## config.mk

```make
export PLATFORM = sky130hd
export DESIGN_NAME = phoenix_input_buffer
export DESIGN_NICKNAME = d
export VERILOG_FILES = /design/src/rtl/phoenix_input_buffer_pkg.sv /design/src/rtl/phoenix_flit_fifo.sv /design/src/rtl/phoenix_input_buffer.sv
export SDC_FILE = /design/constraint.sdc
export NUM_CORES = 1
export LEC_CHECK = 0
export ABC_CLOCK_PERIOD_IN_PS = 4200
export CAP_MARGIN = 0
export CORE_MARGIN = 2
export CORE_UTILIZATION = 55
export CTS_CLUSTER_SIZE = 30
export DETAILED_ROUTE_END_ITERATION = 8
export GPL_ROUTABILITY_DRIVEN = 0
export GPL_TIMING_DRIVEN = 0
export PLACE_DENSITY_LB_ADDON = 0.15
export SYNTH_ARGS = -nofsm -noshare
export SYNTH_HDL_FRONTEND = slang
export SYNTH_SLANG_ARGS = --single-unit
```

## constraint.sdc

```tcl
create_clock -name clock -period 4.2 [get_ports clock]
set_input_delay 0.63 -clock clock [delete_from_list [all_inputs] [get_ports clock]]
set_output_delay 0.63 -clock clock [all_outputs]
set_load 0.005 [all_outputs]
```

## src/rtl/phoenix_input_buffer_pkg.sv

```systemverilog
// phoenix_input_buffer_pkg
//   Shared definitions for the router input buffer: default flit width and
//   buffer depth, the buffer FSM state encoding, and a small state helper.
//   Optional build macro used by the buffer files: PHOENIX_BUF_OCCUPANCY_EN.
package phoenix_input_buffer_pkg;

  localparam int TAM_FLIT_DEF   = 16;
  localparam int TAM_BUFFER_DEF = 16;

  typedef enum logic [2:0] {
    S_IDLE    = 3'd0,
    S_REQ     = 3'd1,
    S_HDR     = 3'd2,
    S_SIZE    = 3'd3,
    S_PAYLOAD = 3'd4,
    S_END     = 3'd5
  } buf_state_t;

  // States in which the connection is held and flits are offered to the crossbar.
  function automatic logic is_streaming(input buf_state_t s);
    return (s == S_HDR) || (s == S_SIZE) || (s == S_PAYLOAD);
  endfunction

endpackage

```

## src/rtl/phoenix_flit_fifo.sv

```systemverilog
// phoenix_flit_fifo
//   Flit storage for one input port: circular buffer with wrapping read/write
//   pointers and an occupancy counter. Full/empty come only from the counter.
//   A pop does not free a slot for a write in the same cycle.
//   Build macro PHOENIX_BUF_OCCUPANCY_EN adds the count output.
// Ports:
//   clock, reset      clock, asynchronous active-high reset
//   wr_en, wr_data    write request and flit (ignored while full)
//   rd_en             pop the head flit (ignored while empty)
//   full, empty       occupancy flags
//   head              head flit, zero while empty
//   count             (optional) registered flit count, 0..DEPTH
module phoenix_flit_fifo
  import phoenix_input_buffer_pkg::*;
#(
  parameter int WIDTH = TAM_FLIT_DEF,
  parameter int DEPTH = TAM_BUFFER_DEF
) (
  input  logic                     clock,
  input  logic                     reset,
  input  logic                     wr_en,
  input  logic [WIDTH-1:0]         wr_data,
  input  logic                     rd_en,
  output logic                     full,
  output logic                     empty,
  output logic [WIDTH-1:0]         head
`ifdef PHOENIX_BUF_OCCUPANCY_EN
  ,
  output logic [$clog2(DEPTH):0]   count
`endif
);

  localparam int PTR_W = $clog2(DEPTH);
  localparam int CNT_W = PTR_W + 1;

  logic [WIDTH-1:0] mem [DEPTH];
  logic [PTR_W-1:0] wr_ptr;
  logic [PTR_W-1:0] rd_ptr;
  logic [CNT_W-1:0] cnt;
  logic             do_wr;
  logic             do_rd;

  assign full  = (cnt == CNT_W'(DEPTH));
  assign empty = (cnt == '0);
  assign do_wr = wr_en && !full;
  assign do_rd = rd_en && !empty;

  // Stale entries stay in memory after a flush, so the head is masked while empty.
  assign head = empty ? '0 : mem[rd_ptr];

`ifdef PHOENIX_BUF_OCCUPANCY_EN
  assign count = cnt;
`endif

  always_ff @(posedge clock) begin
    if (do_wr) mem[wr_ptr] <= wr_data;
  end

  // DEPTH is a power of two, so pointer wrap is plain overflow.
  always_ff @(posedge clock or posedge reset) begin
    if (reset) begin
      wr_ptr <= '0;
      rd_ptr <= '0;
      cnt    <= '0;
    end else begin
      if (do_wr) wr_ptr <= wr_ptr + 1'b1;
      if (do_rd) rd_ptr <= rd_ptr + 1'b1;
      case ({do_wr, do_rd})
        2'b10:   cnt <= cnt + 1'b1;
        2'b01:   cnt <= cnt - 1'b1;
        default: cnt <= cnt;
      endcase
    end
  end

endmodule

```

## src/rtl/phoenix_input_buffer.sv

```systemverilog
// phoenix_input_buffer
//   Per-port router input buffer. Queues incoming flits, requests header
//   routing (h / ack_h), then streams header, size flit and payload to the
//   crossbar and releases the connection after the last flit.
//   Build macro PHOENIX_BUF_OCCUPANCY_EN adds occupancy and sticky overflow.
// Ports:
//   clock, reset      clock, asynchronous active-high reset
//   rx, data_in       upstream flit valid / flit (honoured only with credit_o)
//   credit_o          buffer not full
//   h, ack_h          routing request / one-cycle grant
//   data_av, data     flit available / FIFO head flit
//   data_ack          crossbar consumed the current flit
//   sender            connection held, grant through last flit
//   occupancy         (optional) registered flit count
//   overflow          (optional) sticky: rx seen while full
//
// state     | meaning
// S_IDLE    | waiting for a flit in the FIFO
// S_REQ     | h asserted, waiting for ack_h
// S_HDR     | offering the header flit
// S_SIZE    | offering the size flit, loads payload counter on pop
// S_PAYLOAD | offering payload flits, counter counts down per pop
// S_END     | connection released for one cycle
module phoenix_input_buffer
  import phoenix_input_buffer_pkg::*;
#(
  parameter int TAM_FLIT   = TAM_FLIT_DEF,
  parameter int TAM_BUFFER = TAM_BUFFER_DEF,
  parameter int CNT_W      = TAM_FLIT
) (
  input  logic                         clock,
  input  logic                         reset,
  input  logic                         rx,
  input  logic [TAM_FLIT-1:0]          data_in,
  output logic                         credit_o,
  output logic                         h,
  input  logic                         ack_h,
  output logic                         data_av,
  output logic [TAM_FLIT-1:0]          data,
  input  logic                         data_ack,
  output logic                         sender
`ifdef PHOENIX_BUF_OCCUPANCY_EN
  ,
  output logic [$clog2(TAM_BUFFER):0]  occupancy,
  output logic                         overflow
`endif
);

  buf_state_t       state;
  buf_state_t       state_nx;
  logic [CNT_W-1:0] payload_cnt;
  logic             full;
  logic             empty;
  logic             pop;

  phoenix_flit_fifo #(
    .WIDTH (TAM_FLIT),
    .DEPTH (TAM_BUFFER)
  ) u_fifo (
    .clock   (clock),
    .reset   (reset),
    .wr_en   (rx),
    .wr_data (data_in),
    .rd_en   (pop),
    .full    (full),
    .empty   (empty),
    .head    (data)
`ifdef PHOENIX_BUF_OCCUPANCY_EN
    ,
    .count   (occupancy)
`endif
  );

  assign credit_o = !full;
  assign pop      = data_av && data_ack;

`ifdef PHOENIX_BUF_OCCUPANCY_EN
  always_ff @(posedge clock or posedge reset) begin
    if (reset)           overflow <= 1'b0;
    else if (rx && full) overflow <= 1'b1;
  end
`endif

  always_ff @(posedge clock or posedge reset) begin
    if (reset) state <= S_IDLE;
    else       state <= state_nx;
  end

  always_comb begin
    state_nx = state;
    case (state)
      S_IDLE:    if (!empty) state_nx = S_REQ;
      S_REQ:     if (ack_h)  state_nx = S_HDR;
      S_HDR:     if (pop)    state_nx = S_SIZE;
      S_SIZE:    if (pop)    state_nx = (data[CNT_W-1:0] == '0) ? S_END : S_PAYLOAD;
      S_PAYLOAD: if (pop && payload_cnt == CNT_W'(1)) state_nx = S_END;
      S_END:     state_nx = S_IDLE;
      default:   state_nx = S_IDLE;
    endcase
  end

  always_comb begin
    h       = (state == S_REQ);
    sender  = is_streaming(state);
    data_av = sender && !empty;
  end

  // Down-counter of payload flits still to be sent; loaded from the size flit.
  always_ff @(posedge clock or posedge reset) begin
    if (reset) begin
      payload_cnt <= '0;
    end else if (pop) begin
      if (state == S_SIZE)         payload_cnt <= data[CNT_W-1:0];
      else if (state == S_PAYLOAD) payload_cnt <= payload_cnt - 1'b1;
    end
  end

endmodule

```

==> results of run 1 <==
-- cells by family (layout without fill, tap and decap cells) --
group / after synthesis / after routing / synth area share (%)
AND/OR/NAND/NOR: 117 / 117 / 4.72
buffers and inverters: 48 / 165 / 2.20
multiplexers: 96 / 96 / 15.0
XOR/XNOR: 13 / 13 / 0.953
adder cells (fa/ha/maj): 11 / 11 / 1.15
AO/OA/AOI/OAI: 87 / 87 / 4.92
flip-flops: 288 / 288 / 71.0
-- sequential cells by signal, indices dropped and copies added (netlist names) --
register and count:
u_fifo.wr_ptr 4, state 3, u_fifo.mem 256, u_fifo.cnt 5, payload_cnt 16, u_fifo.rd_ptr 4
-- per-layer routing --
| metal | share of wire [%] | up-vias | track usage, % |
|---|---|---|---|
| met5 | 0 | - | 0 |
| met3 | 7.5 | 32 | 4.28 |
| li1 | - | 2833 | - |
| met4 | 1.7 | 0 | 5.89 |
| met1 | 42 | 3382 | 35.6 |
| met2 | 49 | 296 | 41.0 |
-- report_power, final --
group | switching (µW) | internal [µW] | total [µW]
clock | 1020 | 1450 | 2480
sequential | 186 | 3520 | 3710
combinational | 2160 | 1770 | 3930
total | 3370 | 6740 | 10100
-- layout by cell type, fill, tap and decap left out, types with 7 or more instances in the layout --
cell	n
o21ai_1	10
nand2_1	33
buf_2	19
clkdlybuf4s50_1	40
inv_1	9
ha_1	11
mux2i_1	27
clkbuf_1	21
clkbuf_16	31
edfxtp_1	256
nor2_2	12
a21oi_1	17
xnor2_1	8
buf_6	9
dfrtp_1	32
clkinv_2	7
o21ai_0	17
mux4_2	64
buf_8	10
nor2_1	28
-- area by class of cell --
class                           count  area (µm²)  share of cell area [%]
Clock buffer                       45         848                    6.05
Sequential cell                   288        8490                    60.6
Multi-Input combinational cell    324        3260                    23.3
Inverter                           12        45.0                   0.321
Tap cell                          275         344                    2.46
Clock inverter                     11        81.3                   0.580
Buffer                             36         218                    1.55
Timing Repair Buffer               61         728                    5.20
-- cell usage after synthesis, types with 4 or more instances --
library cell,instances,share of area [%]
inv_1,10,0.31
mux2i_1,27,2.3
and2_1,6,0.31
nand2_1,33,1.0
nor2_1,40,1.3
mux4_2,64,12
dfrtp_1,32,6.7
o22a_1,4,0.29
o21ai_1,10,0.42
nand4_1,4,0.21
buf_2,19,0.80
xor2_1,5,0.37
xnor2_1,8,0.59
a21oi_1,17,0.71
clkbuf_1,9,0.28
nor3_1,10,0.42
o21ai_0,17,0.71
o22ai_1,7,0.37
a22oi_1,6,0.38
edfxtp_1,256,64
nand2b_1,5,0.26
ha_1,11,1.2
-- worst reg2reg max path: stages, from the launching register on --
cell	delay [ns]
dfrtp_1	0.36
clkbuf_1	0.18
nor4_1	0.50
nand2_1	0.14
and2_1	0.18
clkbuf_1	0.21
inv_1	0.13
ha_1	0.17
clkbuf_1	0.32
xor2_1	0.13
ha_1	0.24
o21a_1	0.19
o22a_1	0.19
a21oi_1	0.18
xor2_1	0.19
nor2_1	0.07
xnor2_1	0.12
-- final timing paths --
kind                                       start         endpoint  slack, ns  cells after the start
worst max-delay path            u_fifo.rd_ptr[3]         data[11]       0.17                      5
min in group clock               payload_cnt[13]  payload_cnt[13]       0.54                      2
worst max register to register     u_fifo.cnt[2]    u_fifo.cnt[4]       0.60                     16
worst min register to register   payload_cnt[13]  payload_cnt[13]       0.54                      2
max in group asynchronous                  reset  payload_cnt[12]       3.49                      3
worst min-delay path                       reset    u_fifo.cnt[2]       0.31                      2
-- through the flow --
stage	worst slack, ns	area, µm²	total power, µW
2_1_floorplan	1.01	12000	6180
3_3_place_gp	-0.821	12700	7440
3_5_place_dp	0.640	13100	7650
4_1_cts	0.0942	14000	10100
5_1_grt	0.0490	14000	10600
6_report	0.165	14000	10100
==> impl_metrics.py, run 1 <==
metrics = {
    "status": {
        "run_status": "complete, no violations",
    },
    "worst_setup_path": {
        "crit_path_slowest_cell": "a211oi_1",
        "cp_cell_sequence": "buf_2, buf_2, nor3_1, a211oi_1, clkdlybuf4s50_1",
        "crit_type": "reg2out",
        "crit_path_end_kind": "output pin",
        "critical_path.max_stage_delay_ns": 0.85,
        "cp_num_buf_inv": 3,
        "signal_arrival_time_at_the_worst_endpoint_ns": 3.40,
        "critPathTopFamily": "buffers and inverters",
        "critical-path-top-cell-by-count": "buf_2",
        "cp.required_ns": 3.57,
        "critical_path.max_fanout": 10,
        "critPathLaunchType": "flop",
    },
    "timing": {
        "finalHoldViolCount": 0,
        "tightestPinTransition_ns": 1.02,
        "final_setup_violation_count": 0,
        "timing.max_slew.rel_slack_pct": 31.9,
        "holdWs_ns": 0.308,
        "fmax_mhz": 248,
        "rsz0062_at_grt": "false",
        "final.period_utilization_pct": 96.1,
        "total_neg_setup_slack_ns": 0,
        "final_period_minus_worst_setup_slack_ns": 4.03,
        "final_max_slew_viol_count": 0,
        "worst_clock_skew_ns": 0.00667,
    },
    "routing": {
        "routed_via_density": 6.22,
        "initialDrtViolationCount": 596,
        "route.vias.total": 6543,
        "detail_route.wirelength_um": 27300,
        "drt.antenna.violating_nets": 0,
        "drt_drc_violations_left": 0,
        "route.detailed.wl_per_inst_um": 25.9,
        "detail_route.first_pass.iterations": 5,
    },
    "floorplan": {
        "rows": 53,
        "vertical_die_dimension_um": 151,
        "io-pin-count": 41,
        "design.core.area_mm2": 0.0212,
        "fp.dieW_um": 151,
        "die-area_mm2": 0.0229,
        "initial_utilization_pct": 56.5,
    },
    "yosys": {
        "total_of_flip_flops_plus_latches_after_synthesis": 288,
        "syn-cell-area_mm2": 0.0120,
        "yosys_warnings": 0,
        "dominantRegCellSynth": "edfxtp_1",
        "synth.avg_cell_area_um2": 18.1,
        "synth_enable_flop_cells": 256,
        "synth.net_count": 692,
        "postSynth.asyncResetShare_pct": 11.1,
        "synthesis.instances": 660,
        "synthDistinctLibCells": 61,
        "synth.yosys.seq_area_share_pct": 71.0,
    },
    "grt": {
        "global_route.usage.total_pct": 25.0,
        "grt_overflow_total": 0,
        "global_route_wire_length_before_repair_um": 41000,
        "largest_net_degree_at_the_start_of_global_routing": 33,
        "initial_antenna_violation_count": 0,
        "first_global_vias": 6650,
    },
    "layout": {
        "fillCellCount": 1410,
        "syn_to_final_growth_pct": 17.2,
        "fraction_of_final_layout_cells_with_drive_strength_greater_than_1_pct": 23.7,
        "antennaDiodeCount": 0,
        "nNetsFinal": 785,
        "final_core_util_pct": 66.2,
        "final_cells": 1052,
    },
    "clock_network": {
        "tritoncts": "built",
        "cts.clk_slew.worst_paths_ns": 0.06,
        "tritoncts.num_buffers": 30,
        "cts_max_level": 1,
        "root_buffer": "clkbuf_16",
        "cts.repair.resized": 0,
        "post_cts_repair_timing_setup_buffer_count": 0,
        "clkLatencyLatePin_ns": 0.54,
        "clock_sinks": 288,
        "cts-hold-fix-buffers": 0,
        "clk_path_buf_depth": 3,
    },
    "worst_hold_path": {
        "hold_wc_path_type": "in2async",
    },
    "pwr": {
        "p_leak_uw": 0.00472,
        "p_per_area_mw_per_mm2": 722,
        "vdd_ir_max_mv": 0.347,
    },
    "place": {
        "dp.final_hpwl_um": 18200,
        "port-buffer-count": 40,
        "placed_cells": 995,
    },
    "run": {
        "max_cap_violations": 0,
    },
}
Note: power is estimated with default switching activity, not from simulation.
==> run 2: changes to the inputs <==
- GPL_ROUTABILITY_DRIVEN: 0 -> default
==> impl_metrics.py, run 2 (synthesized netlist as in run 1, its figures left out) <==
metrics = {
    "status": {
        "run_status": "complete, no violations",
    },
    "timing": {
        "final_max_slew_viol_count": 0,
        "total_neg_setup_slack_ns": 0,
        "rsz0062_at_grt": "false",
        "final_period_minus_worst_setup_slack_ns": 3.98,
        "final_setup_violation_count": 0,
        "timing.max_slew.rel_slack_pct": 31.4,
        "holdWs_ns": 0.371,
        "tightestPinTransition_ns": 1.02,
        "fmax_mhz": 251,
        "final.period_utilization_pct": 94.7,
        "finalHoldViolCount": 0,
        "worst_clock_skew_ns": 0.0222,
    },
    "layout": {
        "largestRegisters": "u_fifo.mem (256), payload_cnt (16), u_fifo.cnt (5)",
        "multiInputGateArea_mm2": 0.00326,
        "regArea_mm2": 0.00849,
        "nNetsFinal": 783,
        "largest_register_ffs": 256,
        "syn_to_final_growth_pct": 16.8,
        "final_common_cell": "edfxtp_1",
        "mostFrequentLayoutCells": "edfxtp_1, mux4_2, clkdlybuf4s50_1",
        "fillCellCount": 1435,
        "max_flop_register": "u_fifo.mem",
        "antennaDiodeCount": 0,
        "fraction_of_final_layout_cells_with_drive_strength_greater_than_1_pct": 23.8,
    },
    "grt": {
        "largest_net_degree_at_the_start_of_global_routing": 33,
        "grt_overflow_total": 0,
        "global_route_wire_length_before_repair_um": 41000,
        "first_global_vias": 6684,
        "initial_antenna_violation_count": 0,
        "global_route.usage.total_pct": 24.9,
    },
    "clock_network": {
        "post_cts_repair_timing_setup_buffer_count": 0,
        "clk_path_buf_depth": 3,
        "cts.clk_slew.worst_paths_ns": 0.06,
        "root_buffer": "clkbuf_16",
        "cts.repair.resized": 0,
        "cts-hold-fix-buffers": 0,
        "cts_max_level": 1,
        "clkLatencyLatePin_ns": 0.55,
        "tritoncts.num_buffers": 28,
        "clock_sinks": 288,
        "tritoncts": "built",
    },
    "floorplan": {
        "design.core.area_mm2": 0.0212,
        "vertical_die_dimension_um": 151,
        "initial_utilization_pct": 56.5,
        "io-pin-count": 41,
        "rows": 53,
        "die-area_mm2": 0.0229,
        "fp.dieW_um": 151,
    },
    "worst_setup_path": {
        "crit_type": "reg2out",
        "critPathLaunchType": "flop",
        "signal_arrival_time_at_the_worst_endpoint_ns": 3.35,
        "crit_path_start": "u_fifo.rd_ptr[3]",
        "cp.required_ns": 3.57,
        "crit_path_end_kind": "output pin",
        "launch_instance_of_the_worst_register_to_register_path": "u_fifo.cnt[2]",
        "reg2reg_setup_slack_ns": 0.62,
        "worst_r2r_path_depth": 16,
        "critical_path.max_fanout": 10,
        "regToRegEndpoint": "u_fifo.cnt[4]",
        "endpoint": "data[14]",
    },
    "place": {
        "port-buffer-count": 40,
        "dp.final_hpwl_um": 18800,
        "globalplace.congestion": 0.912,
    },
    "worst_hold_path": {
        "hold_wc_path_type": "in2async",
    },
    "routing": {
        "route.vias.total": 6617,
        "detail_route.first_pass.iterations": 4,
        "detail_route.wirelength_um": 27300,
        "route.detailed.wl_per_inst_um": 26.1,
        "routed_via_density": 6.31,
        "drt.antenna.violating_nets": 0,
        "drt_drc_violations_left": 0,
        "initialDrtViolationCount": 587,
    },
    "pwr": {
        "totalPowerFinal_uw": 9950,
        "p_leak_uw": 0.00468,
        "vdd_ir_max_mv": 0.364,
        "p_per_area_mw_per_mm2": 713,
    },
    "run": {
        "max_cap_violations": 0,
    },
}
## run 2: cell count changes in the layout (fill, tap and decap cells not counted), sizes merged
| cell | previous run | this run |
|---|---|---|
| clkbuf | 54 | 43 |
| clkinv | 11 | 14 |
| clkinvlp | 0 | 4 |
## run 2: final cells by class
| type | instances | share of cell area (%) |
|---|---|---|
| Sequential cell | 288 | 60.8 |
| Clock inverter | 18 | 0.941 |
| Multi-Input combinational cell | 324 | 23.3 |
| Inverter | 12 | 0.323 |
| Buffer | 36 | 1.56 |
| Timing Repair Buffer | 61 | 5.41 |
| Clock buffer | 34 | 5.18 |
| Tap cell | 275 | 2.46 |
## run 2: layer usage
metal  global-route usage (%)  wire [µm]  vias up
li1                         -          -     2823
met1                     34.4      11000     3447
met2                     41.7      13700      308
met3                     4.07       2080       39
met4                     7.01        572        0
met5                        0          0        -
## run 2: worst max-delay path, stage by stage, from the launching register on
cell	delay [ns]
dfrtp_1	0.47
buf_2	0.32
buf_2	0.35
buf_2	0.44
mux2i_1	0.16
o22ai_1	0.46
clkdlybuf4s50_1	0.61
## run 2: per-stage QoR
stage / cell area (µm²) / utilization, % / setup slack (ns) / cells
after floorplan: 12000 / - / 1.01 / 660
after global placement: 12700 / 60.0 / -0.673 / 975
after detailed placement: 13100 / 61.8 / 0.601 / 995
after CTS: 13900 / 65.8 / 0.0728 / 1047
after global routing: 14000 / 66.0 / 0.114 / 1048
final: 14000 / 66.0 / 0.222 / 1048
## run 2: power by group
group	leakage [µW]	switching [µW]	internal (µW)
Clock	0.000411	1030	1290
Sequential	0.00271	184	3520
Combinational	0.00157	2160	1770
## run 2: worst min-delay path by stage
stage                         start               end  depth (start not counted)
floorplan           payload_cnt[13]   payload_cnt[13]                          2
global placement    payload_cnt[13]   payload_cnt[13]                          2
detailed placement  payload_cnt[13]   payload_cnt[13]                          2
CTS                 payload_cnt[13]   payload_cnt[13]                          2
global route                  reset     u_fifo.cnt[3]                          2
finish                        reset  u_fifo.wr_ptr[2]                          2
==> run 3: changes to the inputs <==
- CTS_BUF_LIST: default -> sky130_fd_sc_hd__clkbuf_8
- GPL_ROUTABILITY_DRIVEN: default -> 0
==> impl_metrics.py, run 3 (synthesized netlist as in run 1, its figures left out) <==
metrics = {
    "timing": {
        "final_period_minus_worst_setup_slack_ns": 4.03,
        "final_setup_violation_count": 0,
        "total_neg_setup_slack_ns": 0,
        "final.period_utilization_pct": 95.9,
        "tightestPinTransition_ns": 1.01,
        "rsz0062_at_grt": "false",
        "fmax_mhz": 248,
        "finalHoldViolCount": 0,
        "final_max_slew_viol_count": 0,
        "worst_clock_skew_ns": 0.0159,
        "timing.max_slew.rel_slack_pct": 32.6,
    },
    "layout": {
        "fillCellCount": 1431,
        "largestRegisters": "u_fifo.mem (256), payload_cnt (16), u_fifo.cnt (5)",
        "mostFrequentLayoutCells": "edfxtp_1, mux4_2, clkbuf_8",
        "final_common_cell": "edfxtp_1",
        "final_cells": 1078,
        "max_flop_register": "u_fifo.mem",
        "fraction_of_final_layout_cells_with_drive_strength_greater_than_1_pct": 24.3,
        "largest_register_ffs": 256,
        "nNetsFinal": 801,
        "antennaDiodeCount": 0,
        "syn_to_final_growth_pct": 16.1,
    },
    "worst_setup_path": {
        "signal_arrival_time_at_the_worst_endpoint_ns": 3.40,
        "crit_type": "reg2out",
        "critical-path-top-cell-by-count": "buf_2",
        "crit_path_slowest_cell": "a211oi_1",
        "critical_path.max_fanout": 10,
        "cp.required_ns": 3.57,
        "critPathTopFamily": "buffers and inverters",
        "critical_path.max_stage_delay_ns": 0.84,
        "crit_path_end_kind": "output pin",
        "cp_cell_sequence": "buf_2, buf_2, nor3_1, a211oi_1, clkdlybuf4s50_1",
        "cp_num_buf_inv": 3,
        "critPathLaunchType": "flop",
    },
    "routing": {
        "detail_route.wirelength_um": 27300,
        "drt_drc_violations_left": 0,
        "route.vias.total": 6671,
        "detail_route.first_pass.iterations": 5,
        "initialDrtViolationCount": 608,
        "drt.antenna.violating_nets": 0,
        "routed_via_density": 6.19,
        "route.detailed.wl_per_inst_um": 25.4,
    },
    "grt": {
        "largest_net_degree_at_the_start_of_global_routing": 33,
        "initial_antenna_violation_count": 0,
        "first_global_vias": 6810,
        "global_route.usage.total_pct": 25.1,
        "grt_overflow_total": 0,
        "global_route_wire_length_before_repair_um": 41100,
    },
    "clock_network": {
        "cts-hold-fix-buffers": 0,
        "clk_path_buf_depth": 3,
        "root_buffer": "clkbuf_8",
        "tritoncts": "built",
        "tritoncts.num_buffers": 46,
        "cts.clk_slew.worst_paths_ns": 0.06,
        "cts_max_level": 2,
        "clock_sinks": 288,
        "cts.repair.resized": 0,
        "post_cts_repair_timing_setup_buffer_count": 0,
        "clkLatencyLatePin_ns": 0.55,
    },
    "worst_hold_path": {
        "hold_wc_path_type": "in2async",
    },
    "floorplan": {
        "vertical_die_dimension_um": 151,
        "fp.dieW_um": 151,
        "io-pin-count": 41,
        "design.core.area_mm2": 0.0212,
        "rows": 53,
        "initial_utilization_pct": 56.5,
        "die-area_mm2": 0.0229,
    },
    "run": {
        "max_cap_violations": 0,
    },
    "pwr": {
        "p_leak_uw": 0.00474,
        "totalPowerFinal_uw": 9740,
        "vdd_ir_max_mv": 0.257,
        "p_per_area_mw_per_mm2": 702,
    },
    "place": {
        "port-buffer-count": 40,
        "placed_cells": 995,
        "dp.final_hpwl_um": 18200,
    },
    "status": {
        "run_status": "complete, no violations",
    },
}
-- run 3: changes by cell type in the layout (fill, tap and decap cells not counted), moves of 2 or more --
cell / change
clkbuf_8: +47
clkbuf_16: -28
inv_1: +18
clkinv_1: +7
clkbuf_1: -6
clkinv_2: -4
clkinvlp_4: -4
buf_16: -2
inv_6: +2
-- run 3: worst paths after layout --
| check | cells after the start | end | slack, ns | startpoint |
|---|---|---|---|---|
| max | 5 | data[11] | 0.17 | u_fifo.rd_ptr[3] |
| min | 2 | u_fifo.wr_ptr[2] | 0.28 | reset |
| max reg2reg | 16 | u_fifo.cnt[4] | 0.59 | u_fifo.cnt[2] |
| min reg2reg | 2 | payload_cnt[12] | 0.52 | payload_cnt[12] |
| max in group asynchronous | 3 | payload_cnt[11] | 3.50 | reset |
| min in group clock | 2 | payload_cnt[12] | 0.52 | payload_cnt[12] |
-- run 3: layout make-up --
cell class / count / area (µm²) / area share (%)
Buffer: 36 / 218 / 1.57
Clock buffer: 47 / 647 / 4.66
Clock inverter: 35 / 146 / 1.06
Inverter: 12 / 45.0 / 0.325
Multi-Input combinational cell: 324 / 3260 / 23.5
Sequential cell: 288 / 8490 / 61.2
Tap cell: 275 / 344 / 2.48
Timing Repair Buffer: 61 / 728 / 5.25
-- run 3: metal layers --
layer,global-route usage [%],up-vias,wire length (µm)
met5,0,-,0
met4,7.24,0,586
met1,35.2,3422,11300
li1,-,2872,-
met2,40.7,324,13200
met3,5.00,53,2220
-- run 3: metrics by stage --
| stage | worst slack [ns] | util, % | hold WS, ns | area, µm² |
|---|---|---|---|---|
| 2_1_floorplan | 1.01 | - | 0.462 | 12000 |
| 3_5_place_dp | 0.640 | 61.7 | 0.505 | 13100 |
| 4_1_cts | 0.0853 | 65.5 | 0.516 | 13800 |
| 3_3_place_gp | -0.821 | 60.0 | 0.493 | 12700 |
| 6_report | 0.172 | 65.6 | 0.285 | 13900 |
| 5_1_grt | 0.110 | 65.6 | 0.296 | 13900 |
-- run 3: report_power, final --
group          internal (µW)  switching, µW
registers               3520            185
logic                   1770           2170
clock network           1040           1060
total                   6330           3410
